<file path="config.mk">
export PLATFORM = sky130hd
export DESIGN_NAME = seg_feeder_flat
export DESIGN_NICKNAME = d
export VERILOG_FILES = /design/src/rtl/seg_feeder_pkg.sv /design/src/rtl/seg_feeder_if.sv /design/src/rtl/seg_fifo.sv /design/src/rtl/seg_feeder.sv /design/src/flat_wrapper.sv
export SDC_FILE = /design/constraint.sdc
export NUM_CORES = 1
export LEC_CHECK = 0
export ABC_AREA = 1
export BUFFER_PORTS_ARGS = -buffer_cell sky130_fd_sc_hd__buf_2
export CAP_MARGIN = 20
export CORE_UTILIZATION = 35
export DETAILED_ROUTE_END_ITERATION = 6
export RECOVER_POWER = 100
export SLEW_MARGIN = 20
export SYNTH_ARGS = -nofsm -noshare
export SYNTH_HDL_FRONTEND = slang
export SYNTH_SLANG_ARGS = --single-unit
</file>
<file path="constraint.sdc">
create_clock -name clk -period 9 [get_ports clk]
set_clock_uncertainty 0.2 [all_clocks]
set_input_delay 2.25 -clock clk [delete_from_list [all_inputs] [get_ports clk]]
set_output_delay 2.25 -clock clk [all_outputs]
set_load 0.05 [all_outputs]
</file>
<file path="src/rtl/seg_feeder_pkg.sv">
// Shared types and defaults for the segment feeder.
// State encodings, default field widths and the segment record width.
package seg_feeder_pkg;

  localparam int SEG_W_DEF      = 32;
  localparam int DEPTH_LOG2_DEF = 4;

  typedef enum logic [1:0] {
    S_IDLE  = 2'd0,
    S_RUN   = 2'd1,
    S_DRAIN = 2'd2,
    S_HALT  = 2'd3
  } state_t;

  function automatic int seg_rec_w(input int seg_w);
    return 2 * seg_w;
  endfunction

endpackage

</file>
<file path="src/rtl/seg_feeder_if.sv">
// Host write port and generator hand-off signals of the segment feeder.
// master = host/command decoder + step generator side, slave = feeder.
interface seg_feeder_if
  import seg_feeder_pkg::*;
#(
  parameter int SEG_W = SEG_W_DEF
) ();

  logic [SEG_W-1:0] wr_dt;
  logic [SEG_W-1:0] wr_steps;
  logic             wr_stb;
  logic             full;
  logic             empty;
  logic             gen_done;
  logic             gen_abort;
  logic [SEG_W-1:0] dt_val;
  logic [SEG_W-1:0] steps_val;
  logic             load;

  modport slave (
    input  wr_dt, wr_steps, wr_stb, gen_done, gen_abort,
    output full, empty, dt_val, steps_val, load
  );

  modport master (
    output wr_dt, wr_steps, wr_stb, gen_done, gen_abort,
    input  full, empty, dt_val, steps_val, load
  );

endinterface

</file>
<file path="src/rtl/seg_fifo.sv">
// First-word-fall-through segment FIFO with wrap-bit pointers.
// SEG_FEEDER_LEVEL_EN adds a registered occupancy output o_level.
module seg_fifo
  import seg_feeder_pkg::*;
#(
  parameter int DEPTH_LOG2 = DEPTH_LOG2_DEF,
  parameter int W          = seg_rec_w(SEG_W_DEF)
) (
  input  logic                  clk,
  input  logic                  reset,
  input  logic                  i_push,
  input  logic                  i_pop,
  input  logic [W-1:0]          i_din,
  output logic [W-1:0]          o_dout,
  output logic                  o_full,
  output logic                  o_empty
`ifdef SEG_FEEDER_LEVEL_EN
  ,
  output logic [DEPTH_LOG2:0]   o_level
`endif
);

  localparam logic [DEPTH_LOG2:0] PTR_ONE = 1;

  logic [W-1:0]          r_mem [2**DEPTH_LOG2];
  logic [DEPTH_LOG2:0]   r_wr_ptr;
  logic [DEPTH_LOG2:0]   r_rd_ptr;

  always_ff @(posedge clk) begin
    if (i_push) r_mem[r_wr_ptr[DEPTH_LOG2-1:0]] <= i_din;
  end

  always_ff @(posedge clk) begin
    if (reset) begin
      r_wr_ptr <= '0;
      r_rd_ptr <= '0;
    end else begin
      if (i_push) r_wr_ptr <= r_wr_ptr + PTR_ONE;
      if (i_pop)  r_rd_ptr <= r_rd_ptr + PTR_ONE;
    end
  end

  // Wrap bits differ with equal index bits means the writer lapped the reader.
  assign o_full  = (r_wr_ptr[DEPTH_LOG2] != r_rd_ptr[DEPTH_LOG2]) &&
                   (r_wr_ptr[DEPTH_LOG2-1:0] == r_rd_ptr[DEPTH_LOG2-1:0]);
  assign o_empty = (r_wr_ptr == r_rd_ptr);
  assign o_dout  = r_mem[r_rd_ptr[DEPTH_LOG2-1:0]];

`ifdef SEG_FEEDER_LEVEL_EN
  logic [DEPTH_LOG2:0] r_level;

  always_ff @(posedge clk) begin
    if (reset) begin
      r_level <= '0;
    end else begin
      case ({i_push, i_pop})
        2'b10:   r_level <= r_level + PTR_ONE;
        2'b01:   r_level <= r_level - PTR_ONE;
        default: r_level <= r_level;
      endcase
    end
  end

  assign o_level = r_level;
`endif

endmodule

</file>
<file path="src/rtl/seg_feeder.sv">
// Segment queue feeding {dt, steps} to the step generator, refilled on gen_done.
// SEG_FEEDER_LEVEL_EN adds the FIFO occupancy output port level.
//
// state   | meaning
// S_IDLE  | no segment issued yet; waits for enable and data
// S_RUN   | generator executing a segment; refill on gen_done
// S_DRAIN | generator finished and waiting; load as soon as data arrives
// S_HALT  | generator aborted; no loads until clear_underrun
module seg_feeder
  import seg_feeder_pkg::*;
#(
  parameter int DEPTH_LOG2 = DEPTH_LOG2_DEF,
  parameter int SEG_W      = SEG_W_DEF
) (
  input  logic                clk,
  input  logic                reset,
  input  logic                enable,
  seg_feeder_if.slave         bus,
  output logic                busy,
  output logic                underrun,
  input  logic                clear_underrun,
  output logic                wr_err
`ifdef SEG_FEEDER_LEVEL_EN
  ,
  output logic [DEPTH_LOG2:0] level
`endif
);

  localparam int REC_W = seg_rec_w(SEG_W);

  state_t             r_state;
  state_t             w_state_nxt;
  logic               w_pop;
  logic               w_set_uf;
  logic               w_push;
  logic               w_wr_rej;
  logic               w_full;
  logic               w_empty;
  logic [REC_W-1:0]   w_head;
  logic [SEG_W-1:0]   r_dt_val;
  logic [SEG_W-1:0]   r_steps_val;
  logic               r_load;
  logic               r_underrun;
  logic               r_wr_err;

  // Zero-length or zero-interval segments would stall the generator, so reject them.
  assign w_push   = bus.wr_stb && !w_full && (bus.wr_dt != '0) && (bus.wr_steps != '0);
  assign w_wr_rej = bus.wr_stb && !w_push;

  seg_fifo #(
    .DEPTH_LOG2(DEPTH_LOG2),
    .W         (REC_W)
  ) u_fifo (
    .clk    (clk),
    .reset  (reset),
    .i_push (w_push),
    .i_pop  (w_pop),
    .i_din  ({bus.wr_dt, bus.wr_steps}),
    .o_dout (w_head),
    .o_full (w_full),
    .o_empty(w_empty)
`ifdef SEG_FEEDER_LEVEL_EN
    ,
    .o_level(level)
`endif
  );

  always_comb begin
    w_state_nxt = r_state;
    w_pop       = 1'b0;
    w_set_uf    = 1'b0;
    case (r_state)
      S_IDLE: begin
        if (enable && !w_empty) begin
          w_pop       = 1'b1;
          w_state_nxt = S_RUN;
        end
      end
      S_RUN: begin
        if (bus.gen_abort) begin
          w_set_uf    = 1'b1;
          w_state_nxt = S_HALT;
        end else if (bus.gen_done) begin
          if (enable && !w_empty) w_pop = 1'b1;
          else                    w_state_nxt = S_DRAIN;
        end
      end
      S_DRAIN: begin
        if (bus.gen_abort) begin
          w_set_uf    = 1'b1;
          w_state_nxt = S_HALT;
        end else if (enable && !w_empty) begin
          w_pop       = 1'b1;
          w_state_nxt = S_RUN;
        end
      end
      S_HALT: begin
        if (clear_underrun) w_state_nxt = S_IDLE;
      end
      default: w_state_nxt = S_IDLE;
    endcase
  end

  always_ff @(posedge clk) begin
    if (reset) begin
      r_state     <= S_IDLE;
      r_dt_val    <= '0;
      r_steps_val <= '0;
      r_load      <= 1'b0;
      r_underrun  <= 1'b0;
      r_wr_err    <= 1'b0;
    end else begin
      r_state <= w_state_nxt;
      r_load  <= w_pop;
      if (w_pop) begin
        r_dt_val    <= w_head[REC_W-1:SEG_W];
        r_steps_val <= w_head[SEG_W-1:0];
      end
      // A new event in the same cycle as the clear wins, so it is not lost.
      if (w_set_uf)            r_underrun <= 1'b1;
      else if (clear_underrun) r_underrun <= 1'b0;
      if (w_wr_rej)            r_wr_err   <= 1'b1;
      else if (clear_underrun) r_wr_err   <= 1'b0;
    end
  end

  assign bus.full      = w_full;
  assign bus.empty     = w_empty;
  assign bus.dt_val    = r_dt_val;
  assign bus.steps_val = r_steps_val;
  assign bus.load      = r_load;
  assign busy          = (r_state == S_RUN) || (r_state == S_DRAIN);
  assign underrun      = r_underrun;
  assign wr_err        = r_wr_err;

endmodule
</file>
<file path="src/flat_wrapper.sv">
// flat-port wrapper written by rule: the top's interface ports become plain ports
module seg_feeder_flat import seg_feeder_pkg::*;
#(
  parameter int DEPTH_LOG2 = DEPTH_LOG2_DEF,
  parameter int SEG_W      = SEG_W_DEF
)
  (clk, reset, enable, busy, underrun, clear_underrun, wr_err, bus_wr_dt, bus_wr_steps, bus_wr_stb, bus_gen_done, bus_gen_abort, bus_full, bus_empty, bus_dt_val, bus_steps_val, bus_load);
  seg_feeder_if #(.SEG_W(SEG_W)) bus_i ();
  input  logic clk;
  input  logic reset;
  input  logic enable;
  output logic busy;
  output logic underrun;
  input  logic clear_underrun;
  output logic wr_err;
  input wire logic [$bits(bus_i.wr_dt)-1:0] bus_wr_dt;
  input wire logic [$bits(bus_i.wr_steps)-1:0] bus_wr_steps;
  input wire logic [$bits(bus_i.wr_stb)-1:0] bus_wr_stb;
  input wire logic [$bits(bus_i.gen_done)-1:0] bus_gen_done;
  input wire logic [$bits(bus_i.gen_abort)-1:0] bus_gen_abort;
  output wire logic [$bits(bus_i.full)-1:0] bus_full;
  output wire logic [$bits(bus_i.empty)-1:0] bus_empty;
  output wire logic [$bits(bus_i.dt_val)-1:0] bus_dt_val;
  output wire logic [$bits(bus_i.steps_val)-1:0] bus_steps_val;
  output wire logic [$bits(bus_i.load)-1:0] bus_load;
  assign bus_i.wr_dt = bus_wr_dt;
  assign bus_i.wr_steps = bus_wr_steps;
  assign bus_i.wr_stb = bus_wr_stb;
  assign bus_i.gen_done = bus_gen_done;
  assign bus_i.gen_abort = bus_gen_abort;
  assign bus_full = bus_i.full;
  assign bus_empty = bus_i.empty;
  assign bus_dt_val = bus_i.dt_val;
  assign bus_steps_val = bus_i.steps_val;
  assign bus_load = bus_i.load;
  seg_feeder #(.DEPTH_LOG2(DEPTH_LOG2), .SEG_W(SEG_W)) u_core (.clk(clk), .reset(reset), .enable(enable), .bus(bus_i), .busy(busy), .underrun(underrun), .clear_underrun(clear_underrun), .wr_err(wr_err));
endmodule
</file>
==> summary.txt, run 1 <==
Run status
  – Status: finished with violations
  – Failing checks: max-capacitance violations, max-slew violations

Synth
  – Syn Area/Cell: 12.9 um^2
  – Post-synth EDFFs: 1,024
  – Seq/Total Area, Yosys: 75.3%
  – Synth Cell Area: 0.0430 mm^2
  – Main synth FF type: edfxtp_1
  – Flops & latches, synth: 1,103
  – Synth cell types: 33
  – Ys async rst share: 0%
  – Synth warn: 0
  – Cell count after synthesis: 3,328
  – Syn_nets: 3,410

Power and ir drop
  – PwrDens: 278 mW/mm^2
  – Leakage: 15.4 nW
  – VDD IR max: 232 uV

Setup path
  – RR Endpoint: u_core.bus.dt_val[3]
  – Startpoint Class: input pin
  – Reg-to-reg startpoint: u_core.u_fifo.r_rd_ptr[1]
  – Kind of end point of the critical path: register
  – Reg-to-reg slack, setup: 2.52 ns
  – Worst r2r path cells: 10
  – Worst EP required: 9.10 ns
  – Critical path type: in -> reg
  – Crit path max fanout: 47
  – CP arrival: 7.30 ns

Floorplan
  – Ports: 141
  – Die W: 352 um
  – Row Count: 128
  – Die Area: 0.124 mm^2
  – Initial Utilization: 35.3%
  – Core ar.: 0.122 mm^2
  – Die height: 352 um

STA
  – Final period util: 80.0%
  – RSZ-0062 raised after global routing: no
  – Max Slew Vio Count: 642
  – Worst-Margin Slew: 4.13 ns
  – Setup TNS: 0 ns
  – Endpoints failing hold: 0
  – Highest clock rate: 139 MHz
  – Max_slew headroom: -175%
  – # setup viols final: 0
  – Period minus WS final: 7.20 ns
  – Min Hold Slack: 0.270 ns

Routing
  – Vias: 26,800
  – Routed wire length: 112,000 um
  – Vias/cell: 5.23
  – Routed len/inst: 21.9 um
  – DRC viols: 0
  – Drt pass-1 iters: 5
  – DR iter-0 viols: 2,553
  – Final antenna-violating net count: 0

Place
  – GP Congestion: 0.763
  – IO Port Bufs: 140
  – Post-detail-place hpwl: 61,100 um

Cells and area
  – Share of layout cells above drive strength 1: 6.89%
  – Fill cell count: 11,500
  – Final core utilization: 39.9%
  – Final net count: 3,482
  – Area growth from synthesis to layout: 13.0%

Clocking
  – Num CTS Buffers: 113
  – CTS sink cnt: 1,103
  – Clock slew at reported path FFs: 0.06 ns
  – TritonCTS clock tree: done
  – H-tree depth: 3
  – Clk Tree Root Cell: clkbuf_16
  – Post-cts sizing count: 0
  – Clk_lat worst skew: 0.69 ns
  – Hold buffers post-CTS: 0
  – Largest buffer count on any clock path: 3
  – Post-CTS Setup Repair Bufs: 0

Global route
  – Initial antenna violation count: 10
  – Global Route Usage Sum: 17.7%
  – Largest net degree at the start of global routing: 227
  – Number of global-route vias before repair: 25,900
  – Grt total ovfl: 0
  – First-pass GRT wire length: 168,000 um

Hold path
  – Hold Crit Class: reg -> reg
  – Hold Path Sink: u_core.underrun
  – Hold path depth: 2
  – Min-delay src: u_core.underrun

Job
  – Max Cap Violations: 21
==> per-stage QoR <==
| stage | power (W) | cell area [um^2] | setup WS [ns] | instances |
|---|---|---|---|---|
| 2_1_floorplan | 0.00812 | 43000 | 2.59 | 3328 |
| 3_3_place_gp | 0.00888 | 45100 | 2.63 | 4909 |
| 3_5_place_dp | 0.00892 | 45100 | 2.67 | 4910 |
| 4_1_cts | 0.0136 | 48900 | 3.40 | 5125 |
| 5_1_grt | 0.0141 | 48500 | 1.59 | 5125 |
| 6_report | 0.0135 | 48600 | 1.80 | 5128 |
==> registers in the layout, indices dropped and copies added, names as in the netlist <==
name                    flops
u_core.u_fifo.r_mem      1024
u_core.bus.dt_val          32
u_core.bus.steps_val       32
u_core.u_fifo.r_rd_ptr      5
u_core.u_fifo.r_wr_ptr      5
u_core.r_state              2
u_core.bus.load             1
u_core.underrun             1
u_core.wr_err               1
==> kinds of logic (layout without fill, tap and decap cells) <==
group,Yosys count,after routing,synth area share (%)
AOI/OAI and AO/OA,957,957,12.4
xor gates and xnor gates,4,4,0.0816
adders and majority gates,11,11,0.320
buffers and inverters,249,421,2.88
DFF,1103,1103,75.3
other,0,3,0
and+or+nand+nor,1004,1004,9.05
==> worst max-delay path by stage <==
stage	startpoint	end	slack (ns)	depth (start not counted)
after floorplan	bus_wr_steps[31]	u_core.u_fifo.r_mem[0][0]	2.59	10
after global placement	bus_wr_dt[31]	u_core.u_fifo.r_mem[1][11]	2.63	12
after detailed placement	bus_wr_steps[1]	u_core.u_fifo.r_mem[0][11]	2.67	10
after CTS	bus_wr_steps[1]	u_core.u_fifo.r_mem[0][62]	3.40	10
after global routing	bus_wr_steps[11]	u_core.u_fifo.r_mem[8][31]	1.59	10
final	bus_wr_steps[11]	u_core.u_fifo.r_mem[8][31]	1.80	10
==> cell usage after synthesis, drive strengths merged (6+ instances only) <==
cell | number | share of area (%)
nand2 | 129 | 1.1
o21ai | 596 | 6.9
o22ai | 116 | 1.7
nand4 | 6 | 0.087
o211ai | 128 | 2.2
clkbuf | 126 | 1.1
dfxtp | 79 | 3.7
a21oi | 64 | 0.75
ha | 11 | 0.32
nor2 | 810 | 7.1
inv | 21 | 0.18
edfxtp | 1024 | 72
buf | 102 | 1.6
nand3 | 55 | 0.68
a31oi | 51 | 0.74
==> layout make-up <==
| class | instances | area, um^2 | share of cell area, % |
|---|---|---|---|
| Timing Repair Buffer | 185 | 857 | 1.77 |
| Sequential cell | 1103 | 32300 | 66.6 |
| Multi-Input combinational cell | 1976 | 9430 | 19.4 |
| Tap cell | 1625 | 2030 | 4.19 |
| Clock inverter | 55 | 577 | 1.19 |
| Inverter | 21 | 96.3 | 0.198 |
| Clock buffer | 160 | 3210 | 6.60 |
| Antenna cell | 3 | 7.51 | 0.0155 |
==> worst max-delay path, stage by stage <==
cell and delay, ns:
clkbuf_1 0.68, nor2_1 0.30, nand4_1 0.18, nor3_1 0.07, nor2_1 0.36, nand2_1 0.29
inv_1 0.22, nand2_1 0.22, nor2_1 1.70, buf_4 0.97
==> placed cells by master (no fill, tap or decap), types with 3 or more instances in the layout <==
cell,instances
nand4_1,6
o22ai_1,116
nor2_4,8
clkinv_8,4
nor3_1,3
nand2_1,129
edfxtp_1,1024
clkinv_1,12
buf_4,28
bufinv_16,10
clkbuf_1,176
ha_1,11
inv_2,5
o21ai_0,515
nor2_2,3
nand3_1,54
clkinv_2,26
inv_1,9
inv_6,3
o211ai_1,128
a31oi_1,51
clkbuf_8,16
dfxtp_4,3
buf_12,3
nor2_1,799
dfxtp_1,76
diode_2,3
o21ai_1,81
clkbuf_16,115
a21oi_1,63
buf_2,6
==> report_power, final <==
part	internal, W	total, W	switching [W]
registers	0.00578	0.00594	0.000165
clock network	0.00277	0.00472	0.00196
logic	0.000724	0.00283	0.00210
==> metal layers <==
metal | track usage (%) | up-vias | part of all wire (%)
met5 | 0 | - | 0.044
met4 | 5.24 | 10 | 2.7
met3 | 3.04 | 184 | 6.2
met2 | 29.2 | 748 | 48
met1 | 23.7 | 13500 | 43
li1 | - | 12400 | -
No activity file was read; power rests on OpenSTA's default activity.
==> inputs of run 2 (changes only) <==
--- a/config.mk
+++ b/config.mk
@@ -5,7 +5,7 @@
 export SDC_FILE = /design/constraint.sdc
 export NUM_CORES = 1
 export LEC_CHECK = 0
-export ABC_AREA = 1
+export ABC_AREA = 0
 export BUFFER_PORTS_ARGS = -buffer_cell sky130_fd_sc_hd__buf_2
 export CAP_MARGIN = 20
 export CORE_UTILIZATION = 35
==> constraint.sdc (replaced) <==
create_clock -name clk -period 5.8 [get_ports clk]
set_clock_uncertainty 0.2 [all_clocks]
set_input_delay 1.45 -clock clk [delete_from_list [all_inputs] [get_ports clk]]
set_output_delay 1.45 -clock clk [all_outputs]
set_load 0.05 [all_outputs]
==> summary.txt, run 2 <==
Run status
  – Status: finished with violations
  – Failing checks: max-capacitance violations, max-slew violations

Clocking
  – Clock slew at reported path FFs: 0.06 ns
  – Clk_lat worst skew: 0.68 ns
  – Clk Tree Root Cell: clkbuf_16
  – H-tree depth: 3
  – Num CTS Buffers: 109
  – Post-CTS Setup Repair Bufs: 0
  – Largest buffer count on any clock path: 3
  – Hold buffers post-CTS: 0
  – CTS sink cnt: 1,103
  – Post-cts sizing count: 0
  – TritonCTS clock tree: done

Routing
  – DRC viols: 0
  – Final antenna-violating net count: 0
  – Routed wire length: 100,000 um
  – Met3 WL post-DR: 5550 um
  – Vias/cell: 5.20
  – Drt pass-1 iters: 5
  – Routed len/inst: 24.6 um
  – DR iter-0 viols: 1,740
  – WL met1: 44,100 um
  – Top Metal Used: met5
  – Met2 Routed Length: 48,900 um
  – Vias: 21,200

STA
  – Max_slew headroom: -153%
  – RSZ-0062 raised after global routing: no
  – Highest clock rate: 207 MHz
  – # setup viols final: 0
  – Endpoints failing hold: 0
  – Period minus WS final: 4.84 ns
  – Final worst slack: 0.960 ns
  – Final period util: 83.5%
  – Worst-Margin Slew: 3.79 ns
  – Setup TNS: 0 ns
  – Max Slew Vio Count: 196

Synth
  – Post-synth top area cell: edfxtp_1
  – Synth warn: 0
  – Syn_nets: 2,289
  – Post-synth top cells: 1,024 x edfxtp_1, 258 x mux2i_1, 128 x a22o_1
  – Syn Area/Cell: 19.3 um^2
  – Main synth FF type: edfxtp_1
  – Top-area cell type share of the netlist area: 72.1%
  – Flops & latches, synth: 1,103
  – Synth Cell Area: 0.0427 mm^2
  – Seq/Total Area, Yosys: 75.8%
  – Most numerous cell in the Yosys netlist: edfxtp_1
  – Post-synth EDFFs: 1,024
  – Synth cell types: 41
  – Cell count after synthesis: 2,207
  – Ys async rst share: 0%
  – Synth area leaders: edfxtp_1 72%, mux4_2 6.5%, mux2i_1 6.1%

Cells and area
  – Commonest non-fill, non-tap cell in the layout: edfxtp_1
  – Area growth from synthesis to layout: 13.9%
  – Final net count: 2,455
  – Most frequent cells in the layout: 1,024 x edfxtp_1, 258 x mux2i_1, 155 x clkbuf_1
  – Max reg flops: 1,024
  – Share of layout cells above drive strength 1: 15.0%
  – Final core utilization: 40.3%

Setup path
  – Startpoint Class: input pin
  – Reg-to-reg startpoint: u_core.u_fifo.r_rd_ptr[1]
  – Reg-to-reg slack, setup: 0.99 ns
  – Critical path type: in -> reg
  – CP arrival: 4.96 ns
  – Worst EP required: 5.92 ns
  – RR Endpoint: u_core.bus.dt_val[3]
  – Worst r2r path cells: 7
  – Kind of end point of the critical path: register
  – Crit path max fanout: 43

Place
  – GP Congestion: 0.757
  – IO Port Bufs: 140
  – Setup WS pre-CTS: 0.946 ns
  – Post-detail-place hpwl: 53,800 um

Floorplan
  – Initial Utilization: 35.4%
  – Die W: 351 um
  – Die height: 351 um
  – Row Count: 127
  – Die Area: 0.123 mm^2
  – Ports: 141
  – Core ar.: 0.120 mm^2

Global route
  – First-pass GRT wire length: 147,000 um
  – Initial antenna violation count: 9
  – Largest net degree at the start of global routing: 94
  – Grt total ovfl: 0
  – Number of global-route vias before repair: 22,100
  – Global Route Usage Sum: 16.3%

Job
  – Max Cap Violations: 4

Hold path
  – Hold path depth: 2
  – Hold Path Sink: u_core.bus.dt_val[15]
  – Hold Crit Class: reg -> reg
  – Min-delay src: u_core.bus.dt_val[15]

Power and ir drop
  – PwrDens: 390 mW/mm^2
  – Power Total: 0.0190 W
  – Leakage: 14.6 nW
  – VDD IR max: 256 uV
==> run 2: power by group <==
| group | total [W] | internal [W] | leakage [nW] | switching (W) |
|---|---|---|---|---|
| clock network | 0.00735 | 0.00434 | 1.82 | 0.00301 |
| logic | 0.00259 | 0.00101 | 2.91 | 0.00158 |
| registers | 0.00901 | 0.00888 | 9.90 | 0.000130 |
==> run 2: worst max-delay path, cell delays in order <==
cell and delay [ns]:
clkbuf_1 0.61, nor4_1 0.24, nand4_1 0.22, o22ai_1 0.16, nor3_1 0.40, and2_2 1.27
buf_4 0.58
==> run 2: worst max path at each step <==
stage | startpoint | end | slack, ns
floorplan | bus_wr_dt[28] | u_core.u_fifo.r_mem[1][0] | 1.21
global placement | bus_wr_steps[23] | u_core.u_fifo.r_mem[13][38] | 0.91
detailed placement | bus_wr_dt[3] | u_core.u_fifo.r_mem[13][38] | 0.95
CTS | u_core.u_fifo.r_rd_ptr[1] | bus_empty | 1.51
global route | u_core.u_fifo.r_rd_ptr[1] | u_core.bus.dt_val[3] | 0.75
finish | bus_wr_dt[0] | u_core.u_fifo.r_mem[7][42] | 0.96
==> run 2: logic make-up (layout without fill, tap and decap cells) <==
logic type,after synthesis,count (layout),share of synthesized area [%]
DFF,1103,1103,75.8
muxes,390,390,13.0
and+or+nand+nor,280,280,3.80
AOI/OAI and AO/OA,276,276,4.80
buffers and inverters,140,399,2.20
adders and majority gates,11,11,0.323
xor gates and xnor gates,7,7,0.144
other,0,3,0
==> run 2: per-layer routing <==
metal / vias up / global-route usage, %
met5: - / 0
met4: 10 / 4.09
li1: 9362 / -
met1: 11200 / 21.9
met2: 540 / 27.0
met3: 132 / 3.14
==> run 2: per-stage QoR <==
step	area [um^2]	std cells	hold WS [ns]
2_1_floorplan	42700	2207	0.295
3_3_place_gp	45000	3872	0.243
3_5_place_dp	45000	3872	0.246
4_1_cts	48700	4076	0.256
5_1_grt	48600	4079	0.271
6_report	48600	4081	0.255
==> run 2: area by class of cell <==
type | count | area, um^2
fill | 10800 | 71900
sequential | 1103 | 32300
multi-input combinational | 964 | 9490
clock buffer | 131 | 2860
tap | 1612 | 2020
timing repair buffer | 189 | 932
clock inverter | 73 | 917
inverter | 6 | 22.5
antenna | 3 | 7.51
==> inputs of run 3 (changes only) <==
--- a/config.mk
+++ b/config.mk
@@ -5,7 +5,7 @@
 export SDC_FILE = /design/constraint.sdc
 export NUM_CORES = 1
 export LEC_CHECK = 0
-export ABC_AREA = 0
+export ABC_AREA = 1
 export BUFFER_PORTS_ARGS = -buffer_cell sky130_fd_sc_hd__buf_2
 export CAP_MARGIN = 20
 export CORE_UTILIZATION = 35
==> constraint.sdc (replaced) <==
create_clock -name clk -period 4.17 [get_ports clk]
set_clock_uncertainty 0.2 [all_clocks]
set_input_delay 1.0425 -clock clk [delete_from_list [all_inputs] [get_ports clk]]
set_output_delay 1.0425 -clock clk [all_outputs]
set_load 0.05 [all_outputs]
==> summary.txt, run 3 (same netlist as run 1, synthesis figures left out) <==
Floorplan
  – Ports: 141
  – Die W: 352 um
  – Core ar.: 0.122 mm^2
  – Die Area: 0.124 mm^2
  – Initial Utilization: 35.3%
  – Die height: 352 um
  – Row Count: 128

Clocking
  – Hold buffers post-CTS: 0
  – Clk_lat worst skew: 0.68 ns
  – Largest buffer count on any clock path: 3
  – Post-cts sizing count: 0
  – Clk Tree Root Cell: clkbuf_16
  – CTS sink cnt: 1,103
  – Clock slew at reported path FFs: 0.06 ns
  – Post-CTS Setup Repair Bufs: 0
  – H-tree depth: 3
  – Num CTS Buffers: 110
  – TritonCTS clock tree: done

Routing
  – Routed wire length: 116,000 um
  – Drt pass-1 iters: 5
  – Vias: 27,300
  – Final antenna-violating net count: 0
  – Routed len/inst: 22.4 um
  – DR iter-0 viols: 2,637
  – Vias/cell: 5.27
  – DRC viols: 0

Setup path
  – Kind of end point of the critical path: primary output
  – Reg-to-reg slack, setup: 1.05 ns
  – Worst r2r path cells: 12
  – CP arrival: 2.45 ns
  – Critical path type: reg -> out
  – Crit path from: u_core.u_fifo.r_rd_ptr[0]
  – Crit path max fanout: 69
  – Worst EP required: 2.93 ns
  – RR Endpoint: u_core.u_fifo.r_mem[11][18]
  – Startpoint Class: register
  – Reg-to-reg startpoint: u_core.u_fifo.r_rd_ptr[0]
  – Critical Path End: bus_full

Power and ir drop
  – PwrDens: 593 mW/mm^2
  – Reg power frac: 43.6%
  – VDD IR max: 535 uV
  – Leakage: 15.6 nW
  – Sw Pwr: 0.00916 W
  – Switching share of power: 31.4%
  – Clock network power share: 34.6%
  – Pint: 0.0200 W
  – Logic pwr share: 21.8%

Global route
  – First-pass GRT wire length: 171,000 um
  – Global Route Usage Sum: 18.2%
  – Largest net degree at the start of global routing: 196
  – Grt peak-use layer: met2
  – Global-route met2 utilization: 30.6%
  – Met3 usage: 2.59%
  – Initial antenna violation count: 5
  – Grt total ovfl: 0
  – Global-route track usage on met1: 24.4%
  – Number of global-route vias before repair: 26,200

Place
  – Setup WS pre-CTS: 0.247 ns
  – Post-detail-place hpwl: 64,000 um
  – GP Congestion: 0.762
  – IO Port Bufs: 140

STA
  – Final period util: 88.5%
  – Endpoints failing hold: 0
  – Setup TNS: 0 ns
  – Max_slew headroom: -23.4%
  – Final worst slack: 0.478 ns
  – RSZ-0062 raised after global routing: no
  – Highest clock rate: 271 MHz
  – # setup viols final: 0
  – Period minus WS final: 3.69 ns
  – Max Slew Vio Count: 34
  – Worst-Margin Slew: 1.84 ns

Cells and area
  – Commonest non-fill, non-tap cell in the layout: edfxtp_1
  – Fill cell count: 11,400
  – Max reg flops: 1,024
  – Sequential cell area: 0.0323 mm^2
  – Share of layout cells above drive strength 1: 7.29%
  – Multi-input logic area: 0.00946 mm^2
  – Most frequent cells in the layout: 1,024 x edfxtp_1, 798 x nor2_1, 520 x o21ai_0
  – Final net count: 3,539
  – Area growth from synthesis to layout: 14.5%

Run status
  – Failing checks: max-capacitance violations, max-slew violations
  – Status: finished with violations

Job
  – Max Cap Violations: 1

Hold path
  – Hold Crit Class: reg -> reg
  – Min-delay src: u_core.underrun
## run 3: area by class of cell
cell class | instances | area share, %
Clock buffer | 147 | 6.13
Sequential cell | 1103 | 65.8
Antenna cell | 2 | 0.0102
Clock inverter | 61 | 1.38
Multi-Input combinational cell | 1976 | 19.2
Timing Repair Buffer | 245 | 3.17
Inverter | 21 | 0.196
Tap cell | 1625 | 4.13
## run 3: how the worst min path moves through the flow
| stage | slack (ns) | to | depth (start not counted) |
|---|---|---|---|
| after global routing | 0.30 | u_core.underrun | 2 |
| after floorplan | 0.28 | u_core.u_fifo.r_wr_ptr[4] | 2 |
| after CTS | 0.27 | u_core.underrun | 2 |
| after global placement | 0.25 | u_core.underrun | 2 |
| after detailed placement | 0.26 | u_core.underrun | 2 |
| final | 0.26 | u_core.underrun | 2 |
## run 3: layer usage
metal | wire length (um) | part of all wire [%]
met3 | 6660 | 5.7
met4 | 2870 | 2.5
met5 | 47 | 0.041
met2 | 56700 | 49
met1 | 49700 | 43
## run 3: per-stage QoR
step	instances	hold WS (ns)	total power, W	utilization [%]	cell area (um^2)
floorplan	3328	0.278	0.0175	-	43000
global route	5178	0.297	0.0304	40.4	49200
CTS	5178	0.267	0.0295	40.8	49700
detailed placement	4970	0.258	0.0195	37.8	46000
finish	5180	0.265	0.0292	40.4	49200
global placement	4970	0.247	0.0194	37.8	46000
## run 3: worst max-delay path, cell delays in order (launching register included)
cell	delay [ns]
dfxtp_4	0.47
inv_8	0.19
nand2_1	0.11
nand2_1	0.09
nor2_2	0.12
nand2_1	0.08
nor2_1	0.17
clkbuf_1	0.53
## run 3: power by group through the flow
stage / combinational [W] / clock (W) / sequential, W
finish: 0.00636 / 0.0101 / 0.0127
global route: 0.00700 / 0.0107 / 0.0127
CTS: 0.00655 / 0.0103 / 0.0127
detailed placement: 0.00653 / 0 / 0.0129
global placement: 0.00648 / 0 / 0.0129
floorplan: 0.00389 / 0 / 0.0136
